==> src/rtl/fb_pkg.sv <==
// Shared constants and byte-packing helpers for the framebuffer scanout stage.
package fb_pkg;
    localparam int FB_W           = 160;
    localparam int FB_H           = 120;
    localparam int WORDS_PER_LINE = 80;
    localparam int PIX_W          = 6;
    localparam int BYTE_W         = 8;

    // MASKWREN bits each cover one nibble of the 16-bit word
    localparam logic [3:0] MASK_LO  = 4'b0011;
    localparam logic [3:0] MASK_HI  = 4'b1100;
    localparam logic [3:0] MASK_ALL = 4'b1111;

    // Pixel replicated into both bytes; the mask decides which byte lands
    function automatic logic [15:0] pack_pixel(input logic [PIX_W-1:0] d);
        return {2'b00, d, 2'b00, d};
    endfunction

    // Low byte holds the even pixel, high byte the odd pixel
    function automatic logic [PIX_W-1:0] pick_pixel(input logic [15:0] w, input logic hi);
        return hi ? w[BYTE_W +: PIX_W] : w[0 +: PIX_W];
    endfunction
endpackage

==> src/rtl/fb_addr_calc.sv <==
// Pixel coordinate to SPRAM word address: y*80 + x/2.
module fb_addr_calc
    import fb_pkg::*;
(
    input  logic [6:0]  y,
    input  logic [7:0]  x,
    output logic [13:0] addr
);

    // y*80 as two shifts (64+16) keeps this a pair of adders, no multiplier
    always_comb begin
        addr = (14'(y) << 6) + (14'(y) << 4) + 14'(x >> 1);
    end

endmodule

==> src/rtl/framebuffer_scanout.sv <==
// Framebuffer stage: 4x upscaled scanout of a 160x120x6 image held two pixels
// per SPRAM word, with camera writes slotted between the scanout reads.
module framebuffer_scanout #(
    parameter int FB_W     = fb_pkg::FB_W,
    parameter int FB_H     = fb_pkg::FB_H,
    parameter int PIPE_LAT = 3
) (
    input  logic        clk,
    input  logic        rst,
    input  logic        vga_valid,
    input  logic [9:0]  vga_row,
    input  logic [9:0]  vga_col,
    input  logic        hsync_in,
    input  logic        vsync_in,
    output logic [5:0]  RGB,
    output logic        hsync_out,
    output logic        vsync_out,
    input  logic        wr_valid,
    output logic        wr_ready,
    input  logic [7:0]  wr_x,
    input  logic [6:0]  wr_y,
    input  logic [5:0]  wr_data,
    output logic [13:0] spram_addr,
    output logic [15:0] spram_din,
    output logic [3:0]  spram_mask,
    output logic        spram_wren,
    input  logic [15:0] spram_dout
);
    import fb_pkg::*;

    localparam logic [7:0] X_LIM = 8'(FB_W);
    localparam logic [6:0] Y_LIM = 7'(FB_H);

    // s1: registered VGA position
    logic       s1_valid;
    logic [9:0] s1_row, s1_col;
    // s2: read-issued flag and byte select
    logic       s2_valid, s2_rd, s2_x0;
    // sync delay lines, length matches the s1..s3 data pipeline
    logic [PIPE_LAT-1:0] hs_pipe, vs_pipe;

    logic [15:0] word_reg;
    logic [13:0] addr_q;
    logic [3:0]  mask_q;
    logic [13:0] scan_addr, wr_addr;
    logic        read_slot, wr_accept, wr_in_range;
    logic [5:0]  pix;

    fb_addr_calc u_scan_addr (
        .y    (7'(s1_row >> 2)),
        .x    (8'(s1_col >> 2)),
        .addr (scan_addr)
    );

    fb_addr_calc u_wr_addr (
        .y    (wr_y),
        .x    (wr_x),
        .addr (wr_addr)
    );

    // One word read per 8 columns covers two 4x-wide pixels
    assign read_slot   = s1_valid && (s1_col[2:0] == 3'd0);
    assign wr_ready    = !rst && !read_slot;
    assign wr_accept   = wr_valid && wr_ready;
    assign wr_in_range = (wr_x < X_LIM) && (wr_y < Y_LIM);
    assign spram_din   = pack_pixel(wr_data);

    // SPRAM port arbitration: read slot wins, else accepted write, else hold
    always_comb begin
        spram_addr = addr_q;
        spram_mask = mask_q;
        spram_wren = 1'b0;
        if (read_slot) begin
            spram_addr = scan_addr;
            spram_mask = MASK_ALL;
        end else if (wr_accept) begin
            spram_addr = wr_addr;
            spram_mask = wr_x[0] ? MASK_HI : MASK_LO;
            spram_wren = wr_in_range;
        end
    end

    // Holding registers so address/mask stay put on idle cycles
    always_ff @(posedge clk) begin
        if (rst) begin
            addr_q <= '0;
            mask_q <= '0;
        end else begin
            addr_q <= spram_addr;
            mask_q <= spram_mask;
        end
    end

    // Sync delay lines idle high
    always_ff @(posedge clk) begin
        if (rst) begin
            hs_pipe <= '1;
            vs_pipe <= '1;
        end else begin
            hs_pipe <= {hs_pipe[PIPE_LAT-2:0], hsync_in};
            vs_pipe <= {vs_pipe[PIPE_LAT-2:0], vsync_in};
        end
    end

    assign hsync_out = hs_pipe[PIPE_LAT-1];
    assign vsync_out = vs_pipe[PIPE_LAT-1];

    // s1/s2 position pipeline
    always_ff @(posedge clk) begin
        if (rst) begin
            s1_valid <= 1'b0;
            s1_row   <= '0;
            s1_col   <= '0;
            s2_valid <= 1'b0;
            s2_rd    <= 1'b0;
            s2_x0    <= 1'b0;
        end else begin
            s1_valid <= vga_valid;
            s1_row   <= vga_row;
            s1_col   <= vga_col;
            s2_valid <= s1_valid;
            s2_rd    <= read_slot;
            s2_x0    <= s1_col[2];
        end
    end

    // Fresh SPRAM data on the capture cycle, the held word for the other 7 columns
    assign pix = pick_pixel(s2_rd ? spram_dout : word_reg, s2_x0);

    // s3: output pixel and word capture
    always_ff @(posedge clk) begin
        if (rst) begin
            RGB      <= '0;
            word_reg <= '0;
        end else begin
            RGB <= s2_valid ? pix : 6'd0;
            if (s2_rd) word_reg <= spram_dout;
        end
    end

endmodule
==> config.mk <==
export PLATFORM = sky130hd
export DESIGN_NAME = framebuffer_scanout
export DESIGN_NICKNAME = d
export VERILOG_FILES = /design/src/rtl/fb_pkg.sv /design/src/rtl/fb_addr_calc.sv /design/src/rtl/framebuffer_scanout.sv
export SDC_FILE = /design/constraint.sdc
export NUM_CORES = 1
export LEC_CHECK = 0
export ABC_CLOCK_PERIOD_IN_PS = 3000
export BUFFER_PORTS_ARGS = -buffer_cell sky130_fd_sc_hd__buf_2
export CAP_MARGIN = 25
export CORE_MARGIN = 10
export CORE_UTILIZATION = 51
export DETAILED_ROUTE_END_ITERATION = 8
export GPL_ROUTABILITY_DRIVEN = 0
export PLACE_DENSITY = 0.84
export SYNTH_ARGS = -nofsm -noshare
export SYNTH_HDL_FRONTEND = slang
export SYNTH_SLANG_ARGS = --single-unit
==> constraint.sdc <==
create_clock -name clk -period 3 [get_ports clk]
set_input_delay 0.3 -clock clk [delete_from_list [all_inputs] [get_ports clk]]
set_output_delay 0.3 -clock clk [all_outputs]
set_load 0.05 [all_outputs]
==> results of run 1 <==
metal layers:
| layer | share of wire (%) | global-route usage [%] |
|---|---|---|
| met4 | 1.8 | 6.96 |
| met5 | 0 | 0 |
| met3 | 7.0 | 4.26 |
| met1 | 41 | 17.1 |
| met2 | 50 | 26.5 |
logic make-up after synthesis:
group                    Yosys count
AND/OR/NAND/NOR                  113
AO/OA/AOI/OAI                     63
flip-flops                        63
buffers and inverters             41
adder cells (fa/ha/maj)           30
multiplexers                      19
XOR/XNOR                           5
other                              1
power groups by stage:
stage	Clock (mW)	Sequential [mW]	Combinational [mW]
after CTS	0.733	0.899	0.556
final	0.719	0.900	0.594
after floorplan	0	0.912	0.423
after global placement	0	0.914	0.502
after global routing	0.776	0.903	0.639
after detailed placement	0	0.917	0.516
layout make-up:
type	count	share of cell area, %
multi-input combinational	234	47.3
clock buffer	13	3.66
tap	77	2.37
inverter	12	1.11
sequential	63	31.1
timing repair buffer	93	13.4
clock inverter	3	1.05
Yosys cell counts, drive strengths merged (2+ instances only):
cell	instances	area, sq um
dfxtp	63	1260
nor2b	40	250
ha	26	325
nand2	24	92.6
buf	22	155
nor2	22	82.6
inv	12	45.0
mux2i	12	120
a21oi	10	50.1
a211oi	9	67.6
o21ai	8	40.0
a22oi	7	52.6
clkbuf	7	26.3
mux4	6	135
or2	6	37.5
a21o	5	37.5
and3	5	31.3
nor3	5	25.0
fa	4	80.1
nand2b	3	18.8
o211ai	3	22.5
o21bai	3	22.5
xnor2	3	26.3
a221o	2	20.0
a31oi	2	12.5
nand3	2	15.0
o21a	2	15.0
xor2	2	17.5
cell usage in the layout (no fill, tap or decap), types with 7 or more instances in the layout:
| master | count |
|---|---|
| sky130_fd_sc_hd__buf_2 | 71 |
| sky130_fd_sc_hd__dfxtp_1 | 60 |
| sky130_fd_sc_hd__nor2b_1 | 40 |
| sky130_fd_sc_hd__ha_1 | 25 |
| sky130_fd_sc_hd__nand2_1 | 22 |
| sky130_fd_sc_hd__nor2_1 | 20 |
| sky130_fd_sc_hd__buf_4 | 15 |
| sky130_fd_sc_hd__mux2i_1 | 12 |
| sky130_fd_sc_hd__inv_1 | 10 |
| sky130_fd_sc_hd__clkbuf_8 | 10 |
| sky130_fd_sc_hd__a21oi_1 | 8 |
| sky130_fd_sc_hd__o21ai_0 | 7 |
| sky130_fd_sc_hd__a22oi_1 | 7 |
| sky130_fd_sc_hd__buf_6 | 7 |
repair_timing:
item                       4_1_cts  5_1_grt
setup buffers                    5        1
pin swaps                        9       10
resized for setup               20       18
setup endpoints to repair        6        6
stage by stage:
stage | instances | total power, mW | cell area, sq um | worst slack [ns] | TNS [ns]
floorplan | 338 | 1.34 | 3300 | 0.0472 | 0
global placement | 472 | 1.42 | 3670 | -0.0520 | -0.0561
detailed placement | 473 | 1.43 | 3680 | -0.0908 | -0.132
CTS | 494 | 2.19 | 3980 | -0.000728 | -0.000728
global route | 495 | 2.32 | 4070 | -0.114 | -0.289
finish | 495 | 2.21 | 4070 | -0.0263 | -0.0263
worst paths after layout:
kind | startpoint | end
setup / recovery | s1_row[3]$_SDFF_PP0_ | spram_addr[9]
hold / removal | vsync_in | vs_pipe[0]$_SDFF_PP1_
setup reg to reg | s1_row[3]$_SDFF_PP0_ | addr_q[9]$_SDFF_PP0_
hold reg to reg | hs_pipe[0]$_SDFF_PP1_ | hs_pipe[1]$_SDFF_PP1_
==> run_results.csv, run 1 <==
group,metric,value,unit
grt,grt_pass1_wl,12600,um
logic_synthesis,synth_area_per_cell,9.80,sq um
power_and_ir_drop,power_frac_seq,40.7,%
floorplan,floorplan_die_area,10000,sq um
routing,wire_per_inst,15.9,um
floorplan,floorplan.initialDensity,52.0,%
logic_synthesis,largest_family_of_logic_cells_by_synthesized_area,"simple AND/OR/NAND/NOR gates",
clock_tree,worstSkewPairLatency,0.33,ns
sta,fin_crit_sh,101,%
logic_synthesis,post_synth_and_or_nand_nor_area_fraction,18.9,%
cells_and_area,largest_register_ffs,14,
setup_path,critical-path-top-delay-family,"adder cells",
sta,worst_slew_pin_slew,0.849,ns
cells_and_area,n_antenna_cell,0,
grt,maximum_number_of_pins_on_one_net_before_global_route_repair,60,
cells_and_area,fillers,508,
routing,antenna_violating_nets_post_route,0,
logic_synthesis,ys_warn_count,0,
cells_and_area,drive_above_1_share,35.6,%
grt,antenna_found_initial,0,
sta,post-route-worst-setup-slack,-0.0263,ns
logic_synthesis,syn_inst,335,
clock_tree,clock_sinks,63,
floorplan,fp.dieW,100,um
hold_path,worstHoldPathType,"input port to register",
setup_path,startpoint_kind_of_the_worst_setup_timing_path,"register",
logic_synthesis,mappedNetlistArea,3280,sq um
sta,finalSetupViolCount,1,
setup_path,crit_path_category,"register to primary output",
logic_synthesis,synth_fa_ha_area_share,12.4,%
power_and_ir_drop,power_density,544,nW/um^2
setup_path,rr_worst_depth,11,
sta,fmax,330,MHz
logic_synthesis,synth_async_sr_flop_share,0,%
setup_path,cp_max_fo,3,
floorplan,core-area,6310,sq um
setup_path,worst-r2r-setup-slack,0.25,ns
logic_synthesis,synth_ff_type,"sky130_fd_sc_hd__dfxtp_1",
power_and_ir_drop,p_clk_share,32.5,%
setup_path,cp_num_buf_inv,2,
grt,global_route_usage_over_all_layers,15.3,%
hold_path,hold_path_depth,2,
routing,drt_pre_antenna_iters,6,
routing,drtIter0Drc,163,
logic_synthesis,post_synth_num_cell_types,53,
routing,vias_per_std_cell,5.26,
setup_path,cpPeakStageDelay,0.44,ns
cells_and_area,layout.core_utilization,64.4,%
logic_synthesis,seq_area_frac_synth,38.4,%
clock_tree,cts_hold_buf,0,
power_and_ir_drop,total_switching_power,692,uW
place,buffer_ports.inserted,77,
power_and_ir_drop,vdd.ir_drop.worst,374,uV
power_and_ir_drop,power.share.switching,31.3,%
routing,remaining_drc_errors,0,
logic_synthesis,synth-compound-area-share,13.8,%
clock_tree,htree_num_levels,3,
grt,globalRoute.totalOverflow,0,
logic_synthesis,synth_xor_xnor_area_share,1.33,%
sta,final-hold-violation-count,0,
clock_tree,cts-buffers-inserted,9,
floorplan,floorplan.die.height,100,um
job,max_cap_viol_count,0,
setup_path,critical_path_depth,9,
outcome,outcome,"finished with violations",
power_and_ir_drop,comb_power_share,26.8,%
setup_path,cp.required,2.70,ns
logic_synthesis,synth-edff-count,0,
floorplan,placement_rows,29,
logic_synthesis,muxShareOfSynthArea,8.12,%
sta,finalCriticalPeriod,3.03,ns
power_and_ir_drop,p_int,1.52,mW
grt,grt_pass1_vias,2745,
power_and_ir_drop,p_leak,1.87,nW
place,place_hpwl,5770,um
clock_tree,cts_tree,"done",
routing,finalWirelength,7850,um
clock_tree,ctsRootBufferMaster,"sky130_fd_sc_hd__clkbuf_8",
setup_path,crit_chain,"ha_1 -> ha_1 -> fa_2 -> buf_6 -> a21o_1 -> a211oi_2 -> nor3_2 -> a221o_1 -> buf_6",
clock_tree,clock_pin_slew_reported_for_the_worst_setup_and_hold_paths_after_clock_tree_synthesis,0.07,ns
cells_and_area,nNetsFinal,506,
clock_tree,clockBufferDepth,2,
cells_and_area,area.growth.synth_to_final,23.9,%
sta,worst_clock_skew,0.00893,ns
sta,count_of_pins_over_their_slew_limit,0,
setup_path,worstPathArrival,2.73,ns
cells_and_area,seq_area,1260,sq um
floorplan,io_pins,107,
logic_synthesis,synth_seq_cells,63,
sta,grt_setup_unrepaired,"true",
routing,vias,2602,
sta,final_hold_slack,0.148,ns
outcome,failed_checks,"setup timing",
cells_and_area,multi_input_area,1920,sq um
setup_path,timing.critical_path.to_type,"primary output",
sta,timing.slew.headroom,43.2,%
setup_path,crit_path_top_delay_cell,"sky130_fd_sc_hd__fa_2",
Note: power is estimated with default switching activity, not from simulation.
==> inputs of run 2 (changes only) <==
- CELL_PAD_IN_SITES_DETAIL_PLACEMENT: unset -> 1
- CELL_PAD_IN_SITES_GLOBAL_PLACEMENT: unset -> 1
- CORE_UTILIZATION: 51 -> 39
- SYNTH_HIERARCHICAL: unset -> 1
==> run 2 against run 1 <==
The run still ends with setup timing left. Maximum frequency down 1.5%. Largest power group unchanged. Non-clock buffer count shrank 3. Sequential power grew 1%. Clock-buffer cell count is 1 lower. Wire length up 21%. Utilization shrank 17 points. Combinational power grew 11%. Synthesized area increased by 13%. Sequential share of layout area fell by 2.5 points. First-iteration DRC count decreased by 29%. Critical path type unchanged. Largest cell class unchanged. Die area grew 38%.
==> run_results.csv, run 2 <==
group,metric,value,unit
sta,post-route-worst-setup-slack,-0.0729,ns
sta,grt_setup_unrepaired,"true",
sta,worst_slew_pin_slew,0.847,ns
logic_synthesis,mappedNetlistArea,3710,sq um
cells_and_area,final_common_cell,"sky130_fd_sc_hd__buf_2",
logic_synthesis,synth_async_sr_flop_share,0,%
place,place_hpwl,7260,um
cells_and_area,largest_register_ffs,14,
sta,final_hold_slack,0.150,ns
power_and_ir_drop,vdd.ir_drop.worst,302,uV
sta,timing.slew.headroom,43.4,%
hold_path,worstHoldPathType,"input port to register",
setup_path,cp.required,2.70,ns
setup_path,worstPathArrival,2.77,ns
sta,finalCriticalPeriod,3.07,ns
logic_synthesis,ys_top_cells_by_area,"sky130_fd_sc_hd__dfxtp_1, sky130_fd_sc_hd__ha_1, sky130_fd_sc_hd__mux2i_1, sky130_fd_sc_hd__nor2b_1, sky130_fd_sc_hd__buf_4",
logic_synthesis,synthMostInstantiatedCell,"sky130_fd_sc_hd__dfxtp_1",
power_and_ir_drop,power_density,523,nW/um^2
logic_synthesis,synth_seq_cells,63,
setup_path,cpPeakStageDelay,0.59,ns
routing,vias_per_std_cell,4.99,
logic_synthesis,synth_ff_type,"sky130_fd_sc_hd__dfxtp_1",
clock_tree,worstSkewPairLatency,0.33,ns
floorplan,floorplan.initialDensity,40.2,%
clock_tree,cts_hold_buf,0,
routing,antenna_violating_nets_post_route,0,
cells_and_area,n_antenna_cell,0,
clock_tree,clock_sinks,63,
cells_and_area,area.growth.synth_to_final,19.0,%
logic_synthesis,synth.top_cell.area_share,34.0,%
grt,grt_pass1_vias,3127,
floorplan,floorplan_die_area,13800,sq um
floorplan,io_pins,107,
floorplan,floorplan.die.height,118,um
sta,finalSetupViolCount,6,
sta,fin_crit_sh,102,%
setup_path,crit_path_top_delay_cell,"sky130_fd_sc_hd__fa_2",
clock_tree,htree_num_levels,3,
floorplan,fp.dieW,118,um
place,dpl-instance-area,4070,sq um
logic_synthesis,syn_inst,388,
grt,globalRoute.totalOverflow,0,
sta,count_of_pins_over_their_slew_limit,0,
clock_tree,cts_tree,"done",
setup_path,rr_worst_depth,10,
cells_and_area,nNetsFinal,542,
place,buffer_ports.inserted,77,
sta,final-hold-violation-count,0,
hold_path,hold_path_depth,2,
sta,fin_tns_setup,-0.176,ns
grt,grt_pass1_wl,15600,um
setup_path,crit_chain,"inv_2 -> fa_2 -> fa_2 -> nor2b_4 -> o31a_1 -> or4_4 -> nand3_4 -> nor2_4 -> a31oi_4 -> buf_6",
routing,remaining_drc_errors,0,
floorplan,core-area,9240,sq um
cells_and_area,design_area,4420,sq um
clock_tree,cts-buffers-inserted,9,
setup_path,timing.critical_path.to_type,"primary output",
logic_synthesis,post_synth_num_cell_types,37,
grt,antenna_found_initial,0,
routing,drt_pre_antenna_iters,4,
routing,vias,2904,
routing,finalWirelength,9470,um
cells_and_area,drive_above_1_share,36.0,%
power_and_ir_drop,p_leak,1.94,nW
logic_synthesis,yosys.area.top_type,"sky130_fd_sc_hd__dfxtp_1",
routing,drtIter0Drc,116,
outcome,failed_checks,"setup timing",
logic_synthesis,synth-edff-count,0,
clock_tree,ctsRootBufferMaster,"sky130_fd_sc_hd__clkbuf_8",
grt,maximum_number_of_pins_on_one_net_before_global_route_repair,60,
setup_path,crit_path_category,"register to primary output",
setup_path,startpoint_kind_of_the_worst_setup_timing_path,"register",
outcome,outcome,"finished with violations",
sta,worst_clock_skew,0.00574,ns
setup_path,cp_max_fo,2,
cells_and_area,layout_common_cells,"sky130_fd_sc_hd__buf_2, sky130_fd_sc_hd__dfxtp_1, sky130_fd_sc_hd__nand2_1",
clock_tree,clock_pin_slew_reported_for_the_worst_setup_and_hold_paths_after_clock_tree_synthesis,0.07,ns
floorplan,placement_rows,35,
setup_path,critical-path-top-cell-by-count,"sky130_fd_sc_hd__fa_2",
logic_synthesis,synth_area_per_cell,9.57,sq um
grt,global_route_usage_over_all_layers,13.6,%
logic_synthesis,seq_area_frac_synth,34.0,%
clock_tree,clockBufferDepth,2,
job,max_cap_viol_count,0,
logic_synthesis,ys_warn_count,6,
logic_synthesis,synth.cells.most_frequent,"sky130_fd_sc_hd__dfxtp_1, sky130_fd_sc_hd__nand2_1, sky130_fd_sc_hd__nor2b_1, sky130_fd_sc_hd__ha_1, sky130_fd_sc_hd__mux2i_1",
sta,fmax,325,MHz
routing,wire_per_inst,16.3,um
==> run 2: logic make-up (layout without fill, tap and decap cells) <==
group / count (synthesis) / after routing / synth area share, %
xor+xnor: 8 / 8 / 1.89
buf+inv: 62 / 124 / 9.84
flops: 63 / 63 / 34.0
compound gates: 67 / 67 / 13.5
other cells: 1 / 4 / 0.101
mux: 32 / 32 / 10.7
fa+ha+maj: 30 / 30 / 10.9
simple gates: 125 / 125 / 19.1
==> run 2: area by class of cell <==
type | count | area, sq um
repair buffers | 90 | 524
flip-flops and latches | 63 | 1260
inverters | 19 | 71.3
multi-input cells | 266 | 2200
clock buffers | 12 | 155
fillers | 1070 | 4820
well taps | 129 | 161
clock inverters | 3 | 42.5
==> run 2: worst paths after layout <==
check                         from                     to  slack [ns]
max           s1_col[9]$_SDFF_PP0_         spram_addr[11]       -0.07
min                       hsync_in  hs_pipe[0]$_SDFF_PP1_        0.15
max reg2reg   s1_col[9]$_SDFF_PP0_  addr_q[11]$_SDFF_PP0_        0.51
min reg2reg  hs_pipe[0]$_SDFF_PP1_  hs_pipe[1]$_SDFF_PP1_        0.41
==> run 2: through the flow <==
stage / total power, mW / setup WS (ns) / utilization [%] / instances
2_1_floorplan: 1.44 / 0.0168 / - / 391
3_3_place_gp: 1.52 / 0.0352 / 44.1 / 562
3_5_place_dp: 1.55 / -0.0234 / 44.1 / 562
4_1_cts: 2.32 / -0.0858 / 47.5 / 580
5_1_grt: 2.43 / -0.167 / 47.8 / 582
6_report: 2.31 / -0.0729 / 47.8 / 582
==> run 2: report_power, final <==
part | total, mW | switching [mW] | internal (mW) | leakage, nW
Sequential | 0.910 | 0.0261 | 0.884 | 0.519
Clock | 0.740 | 0.316 | 0.424 | 0.0985
Combinational | 0.662 | 0.411 | 0.251 | 1.33
==> run 2: worst max-delay path: cells and delay by family, from the launching register on <==
kind / cells / cell delay (ns)
flops: 1 / 0.32
buf+inv: 2 / 0.22
fa+ha+maj: 2 / 0.83
compound gates: 2 / 0.42
simple gates: 4 / 0.65
==> run 2: timing repair <==
action,in CTS,in global routing
buffers inserted,3,2
endpoints found under the setup margin,6,7
pin swaps,7,2
resized for setup,25,6
==> run 2: per-layer routing <==
metal,global-route usage (%),wire length (um)
met5,0,0
met4,4.10,129
met3,3.55,310
met2,24.3,5000
met1,15.3,4030
